### config.mk
export PLATFORM = sky130hd
export DESIGN_NAME = debug_ctrl_v2
export DESIGN_NICKNAME = d
export VERILOG_FILES = /design/src/rtl/debug_ctrl_v2.sv
export SDC_FILE = /design/constraint.sdc
export NUM_CORES = 1
export LEC_CHECK = 0
export BUFFER_PORTS_ARGS = -buffer_cell sky130_fd_sc_hd__clkbuf_2
export CAP_MARGIN = 20
export CORE_MARGIN = 2
export CORE_UTILIZATION = 48
export CTS_BUF_LIST = sky130_fd_sc_hd__clkbuf_4
export CTS_CLUSTER_DIAMETER = 150
export DETAILED_ROUTE_END_ITERATION = 10
export PLACE_DENSITY_LB_ADDON = 0.3
export REMOVE_ABC_BUFFERS = 1
export SLEW_MARGIN = 20
export SYNTH_ARGS = -nofsm -noshare
export SYNTH_HDL_FRONTEND = slang
export SYNTH_SLANG_ARGS = --single-unit
### constraint.sdc
create_clock -name clk -period 4 [get_ports clk]
set_input_delay 1.2 -clock clk [delete_from_list [all_inputs] [get_ports clk]]
set_output_delay 1.2 -clock clk [all_outputs]
set_load 0.05 [all_outputs]
### src/rtl/debug_ctrl_v2.sv
// debug_ctrl_v2: UART debug controller that loads, runs, steps and dumps the MIPS core
module debug_ctrl_v2 #(
   parameter int INST_WIDTH = 32,
   parameter int ADDR_WIDTH = 6,
   parameter int NS         = 4,
   parameter int NC         = 48,
   parameter int CYC_WIDTH  = 32
) (
   input  logic                  clk,
   input  logic                  reset,
   input  logic                  rx_done,
   input  logic [7:0]            rx_data,
   input  logic                  tx_done,
   output logic                  tx_start,
   output logic [7:0]            tx_data,
   input  logic                  halt_in,
   input  logic [31:0]           pc,
   input  logic [NS*32-1:0]      snap_bus,
   input  logic [31:0]           coll_word,
   output logic                  coll_next,
   output logic                  coll_restart,
   output logic                  mips_clk_en,
   output logic                  mips_reset,
   output logic                  imem_we,
   output logic [ADDR_WIDTH-1:0] imem_addr,
   output logic [INST_WIDTH-1:0] imem_data,
   output logic                  debug_mode,
   output logic [2:0]            state_out
);
   localparam int IB = INST_WIDTH / 8;
   localparam int L  = 4 * (1 + NS + 1 + NC);
   localparam int IW = $clog2(L + 1);
   localparam int BW = $clog2(IB + 5);
   localparam logic [IW-1:0] LAST = IW'(L - 1);
   localparam logic [IW-1:0] NSW  = IW'(NS);
   localparam logic [IW-1:0] CB   = IW'(4 * (NS + 2));

   typedef enum logic [2:0] {
      IDLE = 3'd0, PROG = 3'd1, WAIT = 3'd2, STEP = 3'd3, RUN = 3'd4, SEND = 3'd5, BPLOAD = 3'd6
   } state_t;

   state_t               state;
   logic [CYC_WIDTH-1:0] cyc;
   logic [31:0]          bp_addr;
   logic                 bp_en;
   logic [IW-1:0]        idx;
   logic [BW-1:0]        bi;
   logic                 stepping;
   logic                 cause_halt;
   logic                 busy;
   logic                 bp_hit;
   logic [IW-1:0]        wi;
   logic [IW-1:0]        snap_i;
   logic [31:0]          cur_word;

   assign bp_hit      = bp_en && pc == bp_addr;
   assign mips_clk_en = (state == RUN && !halt_in && !bp_hit) || (state == STEP && stepping);
   assign mips_reset  = state == IDLE || state == PROG || state == WAIT;
   assign debug_mode  = state == PROG || state == SEND;
   assign state_out   = state;

   // Dump byte selection: word index picks pc, snapshot, cycle count or the live collector word
   always_comb begin
      wi       = idx >> 2;
      snap_i   = (wi >= IW'(1) && wi <= NSW) ? wi - IW'(1) : '0;
      cur_word = (wi == '0) ? pc :
                 (wi <= NSW) ? 32'(snap_bus >> {snap_i, 5'd0}) :
                 (wi == NSW + IW'(1)) ? 32'(cyc) : coll_word;
      tx_data  = (state == SEND) ? 8'(cur_word >> {idx[1:0], 3'd0}) : 8'd0;
      coll_next = state == SEND && busy && tx_done && idx[1:0] == 2'd3 && idx >= CB;
   end

   // Main controller FSM
   always_ff @(posedge clk) begin
      if (reset) begin
         state        <= IDLE;
         imem_addr    <= '0;
         imem_data    <= '0;
         imem_we      <= 1'b0;
         tx_start     <= 1'b0;
         coll_restart <= 1'b0;
         cyc          <= '0;
         bp_addr      <= '0;
         bp_en        <= 1'b0;
         idx          <= '0;
         bi           <= '0;
         stepping     <= 1'b0;
         cause_halt   <= 1'b0;
         busy         <= 1'b0;
      end else begin
         imem_we      <= 1'b0;
         tx_start     <= 1'b0;
         coll_restart <= 1'b0;
         case (state)
            IDLE: if (rx_done && rx_data == 8'h01) begin
               state     <= PROG;
               imem_addr <= '0;
               bi        <= '0;
            end
            PROG: if (imem_we) begin
               if (&imem_data[INST_WIDTH-1 -: 6] || &imem_addr) state <= WAIT;
               if (!(&imem_addr)) imem_addr <= imem_addr + ADDR_WIDTH'(1);
            end else if (rx_done) begin
               imem_data <= INST_WIDTH'({rx_data, imem_data} >> 8);
               imem_we   <= bi == BW'(IB - 1);
               bi        <= (bi == BW'(IB - 1)) ? '0 : bi + BW'(1);
            end
            WAIT: if (rx_done && (rx_data == 8'h02 || rx_data == 8'h08)) begin
               state <= RUN;
               bp_en <= rx_data == 8'h08;
               cyc   <= '0;
            end else if (rx_done && rx_data == 8'h03) begin
               state    <= STEP;
               stepping <= 1'b0;
               cyc      <= '0;
            end else if (rx_done && rx_data == 8'h07) begin
               state <= BPLOAD;
               bi    <= '0;
            end else if (rx_done && rx_data == 8'h05) state <= IDLE;
            BPLOAD: if (rx_done) begin
               bp_addr <= {rx_data, bp_addr[31:8]};
               bi      <= (bi == BW'(3)) ? '0 : bi + BW'(1);
               if (bi == BW'(3)) state <= WAIT;
            end
            RUN: if (halt_in || bp_hit) begin
               state      <= SEND;
               cause_halt <= halt_in;
               if (!halt_in) bp_en <= 1'b0;
               idx        <= '0;
               tx_start   <= 1'b1;
               busy       <= 1'b1;
            end else if (!(&cyc)) cyc <= cyc + CYC_WIDTH'(1);
            STEP: if (stepping) begin
               stepping   <= 1'b0;
               if (!(&cyc)) cyc <= cyc + CYC_WIDTH'(1);
               state      <= SEND;
               cause_halt <= 1'b0;
               idx        <= '0;
               tx_start   <= 1'b1;
               busy       <= 1'b1;
            end else if (rx_done && rx_data == 8'h06) stepping <= 1'b1;
            else if (rx_done && rx_data == 8'h05) state <= IDLE;
            SEND: if (busy && tx_done) begin
               if (idx == LAST) begin
                  busy         <= 1'b0;
                  idx          <= '0;
                  coll_restart <= 1'b1;
                  state        <= cause_halt ? WAIT : STEP;
               end else begin
                  idx      <= idx + IW'(1);
                  tx_start <= 1'b1;
               end
            end
            default: state <= IDLE;
         endcase
      end
   end
endmodule

==> qor.log, run 1 <==
INFO  cells_and_area layout.cell_area.non_filler=10300um^2
INFO  logic_synthesis synth_cell_type_count=64
INFO  setup_path     critical_path_class=reg2out
INFO  hold_path      cell_count_of_the_worst_hold_path=2
INFO  grt            grt_pass1_wl=41700um
INFO  floorplan      top_level_i_o_count=261
INFO  cells_and_area n_antenna_cell=0
INFO  setup_path     crit-reg2reg-capture=state_out[0]$_SDFFE_PP0P_
INFO  cts            insertion_delay=0.54ns
INFO  sta            final-setup-viol-count=8
INFO  floorplan      die_area=17600um^2
INFO  grt            globalRoute.totalOverflow=0
INFO  power_and_ir_drop cell_leakage_power=4.00nW
INFO  route          wire_per_inst=17.8um
INFO  floorplan      std_cell_rows=47
INFO  route          drtIter0Drc=624
INFO  cts            cts.hold.buffers_added=0
INFO  route          post_drt_via_cell_ratio=5.88
INFO  job            max_capacitance_violation_total=0
INFO  route          detail_route.first_pass.iterations=5
INFO  logic_synthesis ys.warnings.count=0
INFO  cells_and_area drive_gt1_frac=0.337
INFO  setup_path     slowest_stage=sky130_fd_sc_hd__mux4_2
INFO  setup_path     crit_fanout=4
INFO  cells_and_area multi_input_comb_area=5310um^2
INFO  power_and_ir_drop ir_drop=277uV
INFO  power_and_ir_drop report.power.total=2.68mW
INFO  sta            slew_headroom=0.544
INFO  setup_path     worst_r2r_startpoint=idx[0]$_SDFFE_PP0P_
INFO  cts            cts_made_buffers=17
INFO  logic_synthesis syn-cell-area=7950um^2
INFO  hold_path      worst_hold_startpoint=imem_data[3]$_SDFFE_PP0P_
INFO  placed_design  place_congestion=0.948
INFO  grt            first_global_vias=8292
INFO  sta            worst_pin_slew=0.678ns
INFO  sta            final.period_utilization=1.05
INFO  setup_path     cp_num_cells=13
INFO  cts            cts-root-buf=sky130_fd_sc_hd__clkbuf_4
INFO  setup_path     critPathRequiredTime=2.80ns
INFO  logic_synthesis post_synth_inst_count=1010
INFO  sta            max_clock_freq=0.238GHz
INFO  logic_synthesis async_flop_share=0
INFO  logic_synthesis synth_ff_type=sky130_fd_sc_hd__dfxtp_1
INFO  cells_and_area area_delta_synth_final=30.2%
INFO  cts            clock_sinks=124
INFO  outcome        status=complete, but fails checks
INFO  logic_synthesis postSynthRegisterBits=124
INFO  placed_design  detailed_place_hpwl=20200um
INFO  sta            final_skew=0.0223ns
INFO  setup_path     critPathMostFrequentCell=sky130_fd_sc_hd__buf_6
INFO  sta            timing.final.crit_period=4.20ns
INFO  route          drc=0
INFO  setup_path     ff2ff_path_depth=9
INFO  logic_synthesis post_synthesis_sequential_area_ratio=0.312
INFO  route          drt-total-wl=27000um
INFO  placed_design  placement.io_buffers=260
INFO  setup_path     worst-r2r-setup-slack=1.08ns
INFO  placed_design  post_placement_cell_area=9690um^2
INFO  outcome        violations=setup timing
INFO  cts            total_number_of_h_tree_levels=4
INFO  sta            timing.setup.tns=-1.21ns
INFO  hold_path      timing.hold.worst_endpoint=imem_data[3]$_SDFFE_PP0P_
INFO  floorplan      floorplan.die.width=133um
INFO  cells_and_area final_cell_count_no_fill=1512
INFO  logic_synthesis edff_count_synth=0
INFO  route          detail-route-antenna-nets=0
INFO  grt            maximum_number_of_pins_on_one_net_before_global_route_repair=84
INFO  setup_path     critical_path.startpoint_type=flip-flop
INFO  setup_path     timing.critical_path.max_delay_family=buffers and inverters
INFO  grt            total_grt_usage=0.296
INFO  logic_synthesis post_synth.cell_area_avg=7.87um^2
INFO  cells_and_area nFillCells=1443
INFO  logic_synthesis synthDominantCellAreaShare=0.312
INFO  floorplan      core_area=16400um^2
INFO  cts            register_clock_pin_slew_on_the_reported_worst_setup_and_hold_paths=0.14ns
INFO  cells_and_area final-seq-area=2490um^2
INFO  cells_and_area layout.nets=1493
INFO  sta            min_setup_slack_post_route=-0.196ns
INFO  sta            finalMaxSlewViolations=0
INFO  route          dr_total_vias=8888
INFO  sta            setup_repair_after_global_routing_missed_its_margin=yes
INFO  floorplan      chipHeight=133um
INFO  power_and_ir_drop p_per_area=259nW/um^2
INFO  hold_path      worst_hold_path_type=reg2reg
INFO  grt            grt_antenna_before_repair=0
INFO  logic_synthesis post_synth_top_area_cell=sky130_fd_sc_hd__dfxtp_1
INFO  logic_synthesis synth.area.top_cells=sky130_fd_sc_hd__dfxtp_1, sky130_fd_sc_hd__nand2_1, sky130_fd_sc_hd__mux4_2
INFO  floorplan      floorplan.initialDensity=0.484
INFO  cts            cts_max_path_buffers=2
INFO  cts            cts_tree=yes
INFO  setup_path     timing.critical_path.slowest_cell_delay=0.49ns
INFO  sta            number_of_hold_violations_in_the_final_report=0
INFO  setup_path     worst_setup_path_end_kind=primary output
INFO  setup_path     worst-path-buf-inv=5
INFO  placed_design  placed_instances=1466
INFO  setup_path     timing.critical_path.cells=inv_4 -> ha_4 -> nor3_4 -> nor4_4 -> buf_6 -> buf_6 -> buf_6 -> mux4_2 -> nand2_1 -> o211ai_1 -> o2111ai_2 -> a21oi_2 -> buf_12
INFO  setup_path     arrival_time_at_the_worst_endpoint=3.00ns
[power by group]
group          internal, mW  leakage, nW  switching, mW  total (mW)
Sequential             1.25         1.00         0.0116        1.26
Clock                 0.395        0.159          0.550       0.945
Combinational         0.185         2.84          0.288       0.473
[synth_stat cells (all sizes together), types with 4 or more instances]
master     n
and4       6
a41oi      5
nand2    228
dfxtp    124
and2      11
o21a       8
nand4     27
ha         9
xor2      13
nor4      10
o21ai     46
xnor2     29
clkbuf    50
nand3     27
nor4b      4
or4       10
mux4      32
a221oi    12
nor3      11
o2111ai    5
a211oi     6
buf       17
inv       15
mux2i     15
nor2      42
a31oi     21
or3       20
and3      18
nand2b     6
nor2b      5
o31ai      8
nand3b     4
o211ai    16
a21oi    122
[sequential cells by signal, summed over array words and instances, names as in the netlist]
signal        cells
cause_halt        1
tx_start          1
imem_addr         6
imem_data        32
stepping          1
bi                4
bp_en             1
cyc              32
bp_addr          32
busy              1
coll_restart      1
idx               8
state_out         3
imem_we           1
[cells in the final DEF (no fill, tap or decap), types with 9 or more instances in the layout]
cell type,instances
sky130_fd_sc_hd__xor2_1,13
sky130_fd_sc_hd__and2_1,11
sky130_fd_sc_hd__inv_1,13
sky130_fd_sc_hd__nand2_1,224
sky130_fd_sc_hd__mux2i_1,15
sky130_fd_sc_hd__mux4_2,32
sky130_fd_sc_hd__clkbuf_4,17
sky130_fd_sc_hd__buf_12,9
sky130_fd_sc_hd__nand4_1,27
sky130_fd_sc_hd__nor3_1,9
sky130_fd_sc_hd__nor2_1,41
sky130_fd_sc_hd__o211ai_1,15
sky130_fd_sc_hd__buf_4,47
sky130_fd_sc_hd__nand3_1,27
sky130_fd_sc_hd__and3_1,18
sky130_fd_sc_hd__a21oi_1,115
sky130_fd_sc_hd__xnor2_1,29
sky130_fd_sc_hd__a221oi_1,11
sky130_fd_sc_hd__o21ai_0,43
sky130_fd_sc_hd__or3_1,19
sky130_fd_sc_hd__clkbuf_2,251
sky130_fd_sc_hd__a31oi_1,20
sky130_fd_sc_hd__dfxtp_1,121
[tightest hold or removal path, cell delays in order, from the launching register on]
cell and delay [ns]:
sky130_fd_sc_hd__dfxtp_1 0.33, sky130_fd_sc_hd__nand2_1 0.05, sky130_fd_sc_hd__a21oi_1 0.05
[area by class of cell]
type,count,share of cell area
clock inverters,15,0.0170
multi-input cells,804,0.513
repair buffers,317,0.185
well taps,220,0.0266
inverters,15,0.00568
flip-flops and latches,124,0.240
clock buffers,17,0.0123
[cell families (layout without fill, tap and decap cells)]
logic type / Yosys count / after routing / share of synthesized area
AND/OR/NAND/NOR: 436 / 436 / 0.263
buffers and inverters: 82 / 364 / 0.0425
XOR/XNOR: 42 / 42 / 0.0463
flip-flops: 124 / 124 / 0.312
adder cells (fa/ha/maj): 9 / 9 / 0.0142
AO/OA/AOI/OAI: 270 / 270 / 0.211
multiplexers: 47 / 47 / 0.111
[repair_timing]
item,in CTS,in global routing
setup endpoints to repair,8,9
gates cloned,1,1
pin swaps,21,12
buffers inserted,10,4
gates resized for setup,46,14
[worst max-delay path by stage]
| stage | from | end |
|---|---|---|
| after global routing | idx[3]$_SDFFE_PP0P_ | tx_data[2] |
| after global placement | snap_bus[37] | tx_data[5] |
| after CTS | idx[3]$_SDFFE_PP0P_ | tx_data[5] |
| final | idx[3]$_SDFFE_PP0P_ | tx_data[2] |
| after detailed placement | snap_bus[13] | tx_data[5] |
| after floorplan | idx[2]$_SDFFE_PP0P_ | tx_data[6] |
[through the flow]
step / hold WS, ns / utilization / setup slack [ns]
finish: 0.463 / 0.631 / -0.196
global route: 0.478 / 0.631 / -0.336
CTS: 0.464 / 0.625 / -0.234
detailed placement: 0.445 / 0.591 / -0.0863
global placement: 0.443 / 0.591 / -0.0882
floorplan: 0.431 / - / -2.07
[layer usage]
layer | wire length [um] | GRT usage
met1 | 10500 | 0.350
met2 | 13500 | 0.516
met3 | 1930 | 0.0648
met4 | 1070 | 0.128
met5 | 0 | 0
Power figures use the tool's default switching activity.
==> run 2, diff against run 1 <==
CORE_MARGIN = unset   (was 2)
==> run 2 against run 1 <==
- the flow still finishes with violations (setup timing)
- first-iteration DRC count stayed put
- final cell count rose by 0.40%
- via count rose by 1.4%
- critical path depth decreased by 4
- worst hold slack improved by 0.0041 ns
- global-route usage grew 2.9 points
- worst setup slack worse by 0.021 ns
- total power shrank 4.1%
- clock skew shrank 0.0056 ns
- sequential share of layout area shrank 0.10 points
==> qor.log, run 2 (synthesis gave the netlist of run 1 again) <==
INFO  placed_design  place_congestion=0.912 [was 0.948]
INFO  cells_and_area final-seq-area=2490um^2 [about the same]
INFO  floorplan      std_cell_rows=46 [was 47]
INFO  route          dr_total_vias=9015 [was 8888]
INFO  power_and_ir_drop cell_leakage_power=4.03nW [was 4.00 nW]
INFO  placed_design  pre_cts_slack=-0.0993ns [was -0.0863 ns]
INFO  power_and_ir_drop ir_drop=193uV [was 277 uV]
INFO  setup_path     critical_path_class=reg2out [unchanged]
INFO  route          wire_per_inst=18.4um [was 17.8 um]
INFO  cells_and_area layout.nets=1501 [was 1493]
INFO  grt            globalRoute.totalOverflow=0 [unchanged]
INFO  cells_and_area layout.cell_area.non_filler=10400um^2 [was 10300 um^2]
INFO  setup_path     cp_num_cells=9 [was 13]
INFO  floorplan      chipHeight=131um [was 133 um]
INFO  grt            maximum_number_of_pins_on_one_net_before_global_route_repair=51 [was 84]
INFO  cells_and_area most_frequent_cells_in_the_layout=sky130_fd_sc_hd__clkbuf_2, sky130_fd_sc_hd__nand2_1, sky130_fd_sc_hd__dfxtp_1 [unchanged]
INFO  grt            first_global_vias=8273 [was 8292]
INFO  grt            grt_pass1_wl=42200um [was 41700 um]
INFO  floorplan      floorplan.die.width=131um [was 133 um]
INFO  cells_and_area mostFrequentLayoutCell=sky130_fd_sc_hd__clkbuf_2 [unchanged]
INFO  sta            final-setup-viol-count=8 [unchanged]
INFO  setup_path     critPathMostFrequentCell=sky130_fd_sc_hd__buf_6 [unchanged]
INFO  setup_path     crit_fanout=15 [was 4]
INFO  sta            timing.final.crit_period=4.22ns [was 4.20 ns]
INFO  cells_and_area registers_with_the_most_flip_flops=bp_addr (32), cyc (32), imem_data (32) [unchanged]
INFO  cts            clock_sinks=124 [unchanged]
INFO  grt            grt_antenna_before_repair=2 [was 0]
INFO  power_and_ir_drop p_per_area=247nW/um^2 [was 259 nW/um^2]
INFO  setup_path     worst-path-buf-inv=3 [was 5]
INFO  placed_design  post_placement_cell_area=9710um^2 [was 9690 um^2]
INFO  setup_path     critical_path.startpoint_type=flip-flop [unchanged]
INFO  sta            finalMaxSlewViolations=0 [unchanged]
INFO  floorplan      die_area=17100um^2 [was 17600 um^2]
INFO  route          post_drt_via_cell_ratio=5.94 [was 5.88]
INFO  placed_design  detailed_place_hpwl=20600um [was 20200 um]
INFO  job            max_capacitance_violation_total=0 [unchanged]
INFO  floorplan      top_level_i_o_count=261 [unchanged]
INFO  floorplan      floorplan.initialDensity=0.497 [was 0.484]
INFO  sta            number_of_hold_violations_in_the_final_report=0 [unchanged]
INFO  route          drc=0 [unchanged]
INFO  sta            setup_repair_after_global_routing_missed_its_margin=yes [unchanged]
INFO  route          drt-total-wl=27900um [was 27000 um]
INFO  setup_path     slowest_stage=sky130_fd_sc_hd__or4_4 [was sky130_fd_sc_hd__mux4_2]
INFO  cells_and_area multi_input_comb_area=5370um^2 [was 5310 um^2]
INFO  setup_path     critPathRequiredTime=2.80ns [about the same]
INFO  floorplan      core_area=16000um^2 [was 16400 um^2]
INFO  route          drtIter0Drc=624 [unchanged]
INFO  cells_and_area nFillCells=1477 [was 1443]
INFO  sta            timing.setup.tns=-1.18ns [was -1.21 ns]
INFO  setup_path     arrival_time_at_the_worst_endpoint=3.02ns [was 3.00 ns]
INFO  grt            total_grt_usage=0.325 [was 0.296]
INFO  sta            max_clock_freq=0.237GHz [was 0.238 GHz]
INFO  cells_and_area area_delta_synth_final=31.0% [was 30.2%]
INFO  cts            cts_max_path_buffers=2 [unchanged]
INFO  setup_path     worst_setup_path_end_kind=primary output [unchanged]
INFO  route          detail-route-antenna-nets=0 [unchanged]
INFO  cts            cts_made_buffers=17 [unchanged]
INFO  cts            cts_tree=yes [unchanged]
INFO  setup_path     ff2ff_path_depth=10 [was 9]
INFO  setup_path     timing.critical_path.slowest_cell_delay=0.55ns [was 0.49 ns]
INFO  hold_path      cell_count_of_the_worst_hold_path=2 [unchanged]
INFO  sta            min_setup_slack_post_route=-0.217ns [was -0.196 ns]
INFO  cells_and_area utilization=0.651 [was 0.631]
INFO  cts            cts-root-buf=sky130_fd_sc_hd__clkbuf_4 [unchanged]
INFO  route          detail_route.first_pass.iterations=5 [unchanged]
INFO  setup_path     timing.critical_path.cells=buf_6 -> or4_4 -> nand4_1 -> buf_6 -> nand2_1 -> a22oi_2 -> o31ai_2 -> o41ai_2 -> buf_12 [was inv_4 -> ha_4 -> nor3_4 -> nor4_4 -> buf_6 -> buf_6 -> buf_6 -> mux4_2 -> nand2_1 -> o211ai_1 -> o2111ai_2 -> a21oi_2 -> buf_12]
INFO  outcome        violations=setup timing [unchanged]
INFO  placed_design  placement.io_buffers=260 [unchanged]
INFO  cts            register_clock_pin_slew_on_the_reported_worst_setup_and_hold_paths=0.12ns [was 0.14 ns]
INFO  cells_and_area drive_gt1_frac=0.346 [was 0.337]
INFO  sta            final_skew=0.0167ns [was 0.0223 ns]
INFO  cts            total_number_of_h_tree_levels=4 [unchanged]
INFO  outcome        status=complete, but fails checks [unchanged]
INFO  setup_path     timing.critical_path.max_delay_family=simple AND/OR/NAND/NOR gates [was buffers and inverters]
INFO  hold_path      worst_hold_path_type=reg2reg [unchanged]
INFO  cts            insertion_delay=0.55ns [was 0.54 ns]
INFO  sta            final.period_utilization=1.05 [about the same]
INFO  sta            slew_headroom=0.273 [was 0.544]
INFO  sta            worst_pin_slew=1.09ns [was 0.678 ns]
-- run 2: changes by cell type in the layout (fill, tap and decap cells not counted), moves of 4 or more --
cell,delta
sky130_fd_sc_hd__a221oi_1,-4
sky130_fd_sc_hd__buf_4,+6
sky130_fd_sc_hd__nand2_2,-4
sky130_fd_sc_hd__nand2_1,+4
sky130_fd_sc_hd__a221oi_2,+4
sky130_fd_sc_hd__inv_6,-6
-- run 2: worst paths after layout --
check | end | slack, ns | start
setup / recovery | tx_data[6] | -0.22 | idx[2]$_SDFFE_PP0P_
hold / removal | imem_data[0]$_SDFFE_PP0P_ | 0.47 | imem_data[0]$_SDFFE_PP0P_
setup reg to reg | cyc[13]$_SDFFE_PP0P_ | 1.21 | state_out[1]$_SDFFE_PP0P_
hold reg to reg | imem_data[0]$_SDFFE_PP0P_ | 0.47 | imem_data[0]$_SDFFE_PP0P_
-- run 2: worst register-to-register path, cell delays in order (launching register included) --
cell and delay, ns:
sky130_fd_sc_hd__dfxtp_1 0.34, sky130_fd_sc_hd__buf_4 0.20, sky130_fd_sc_hd__nand2b_1 0.23, sky130_fd_sc_hd__nand2b_1 0.16
sky130_fd_sc_hd__buf_4 0.20, sky130_fd_sc_hd__nand2_1 0.20, sky130_fd_sc_hd__a41oi_4 0.32, sky130_fd_sc_hd__o21ai_2 0.22
sky130_fd_sc_hd__buf_4 0.24, sky130_fd_sc_hd__or4_1 0.48, sky130_fd_sc_hd__a21oi_1 0.14
-- run 2: metal layers --
metal / wire length, um / global-route usage
met1: 10700 / 0.375
met4: 1510 / 0.211
met2: 13500 / 0.537
met3: 2220 / 0.0798
met5: 0 / 0
-- run 2: through the flow --
step                total power, mW  instances  hold slack (ns)
floorplan                      1.52        943            0.431
global placement               1.75       1465            0.443
detailed placement             1.75       1467            0.450
CTS                            2.58       1515            0.467
global route                   2.69       1518            0.484
finish                         2.57       1518            0.467
-- run 2: area by class of cell --
type | count | area share
Multi-Input combinational cell | 804 | 0.516
Sequential cell | 124 | 0.239
Timing Repair Buffer | 325 | 0.188
Tap cell | 216 | 0.0260
Clock buffer | 19 | 0.0137
Clock inverter | 13 | 0.0115
Inverter | 15 | 0.00565
Antenna cell | 2 | 0.000481
-- run 2: what timing repair did --
item                                    CTS  global route
buffers inserted                         16             2
pin swaps                                23             9
gates cloned                              1             0
resized for setup                        55            21
hold buffers                              0             0
endpoints found under the setup margin    9             9
-- run 2: power breakdown --
group	total, mW	switching (mW)	internal [mW]
Combinational	0.485	0.297	0.188
Clock	0.825	0.501	0.325
Sequential	1.26	0.0121	1.25
Total	2.57	0.810	1.76
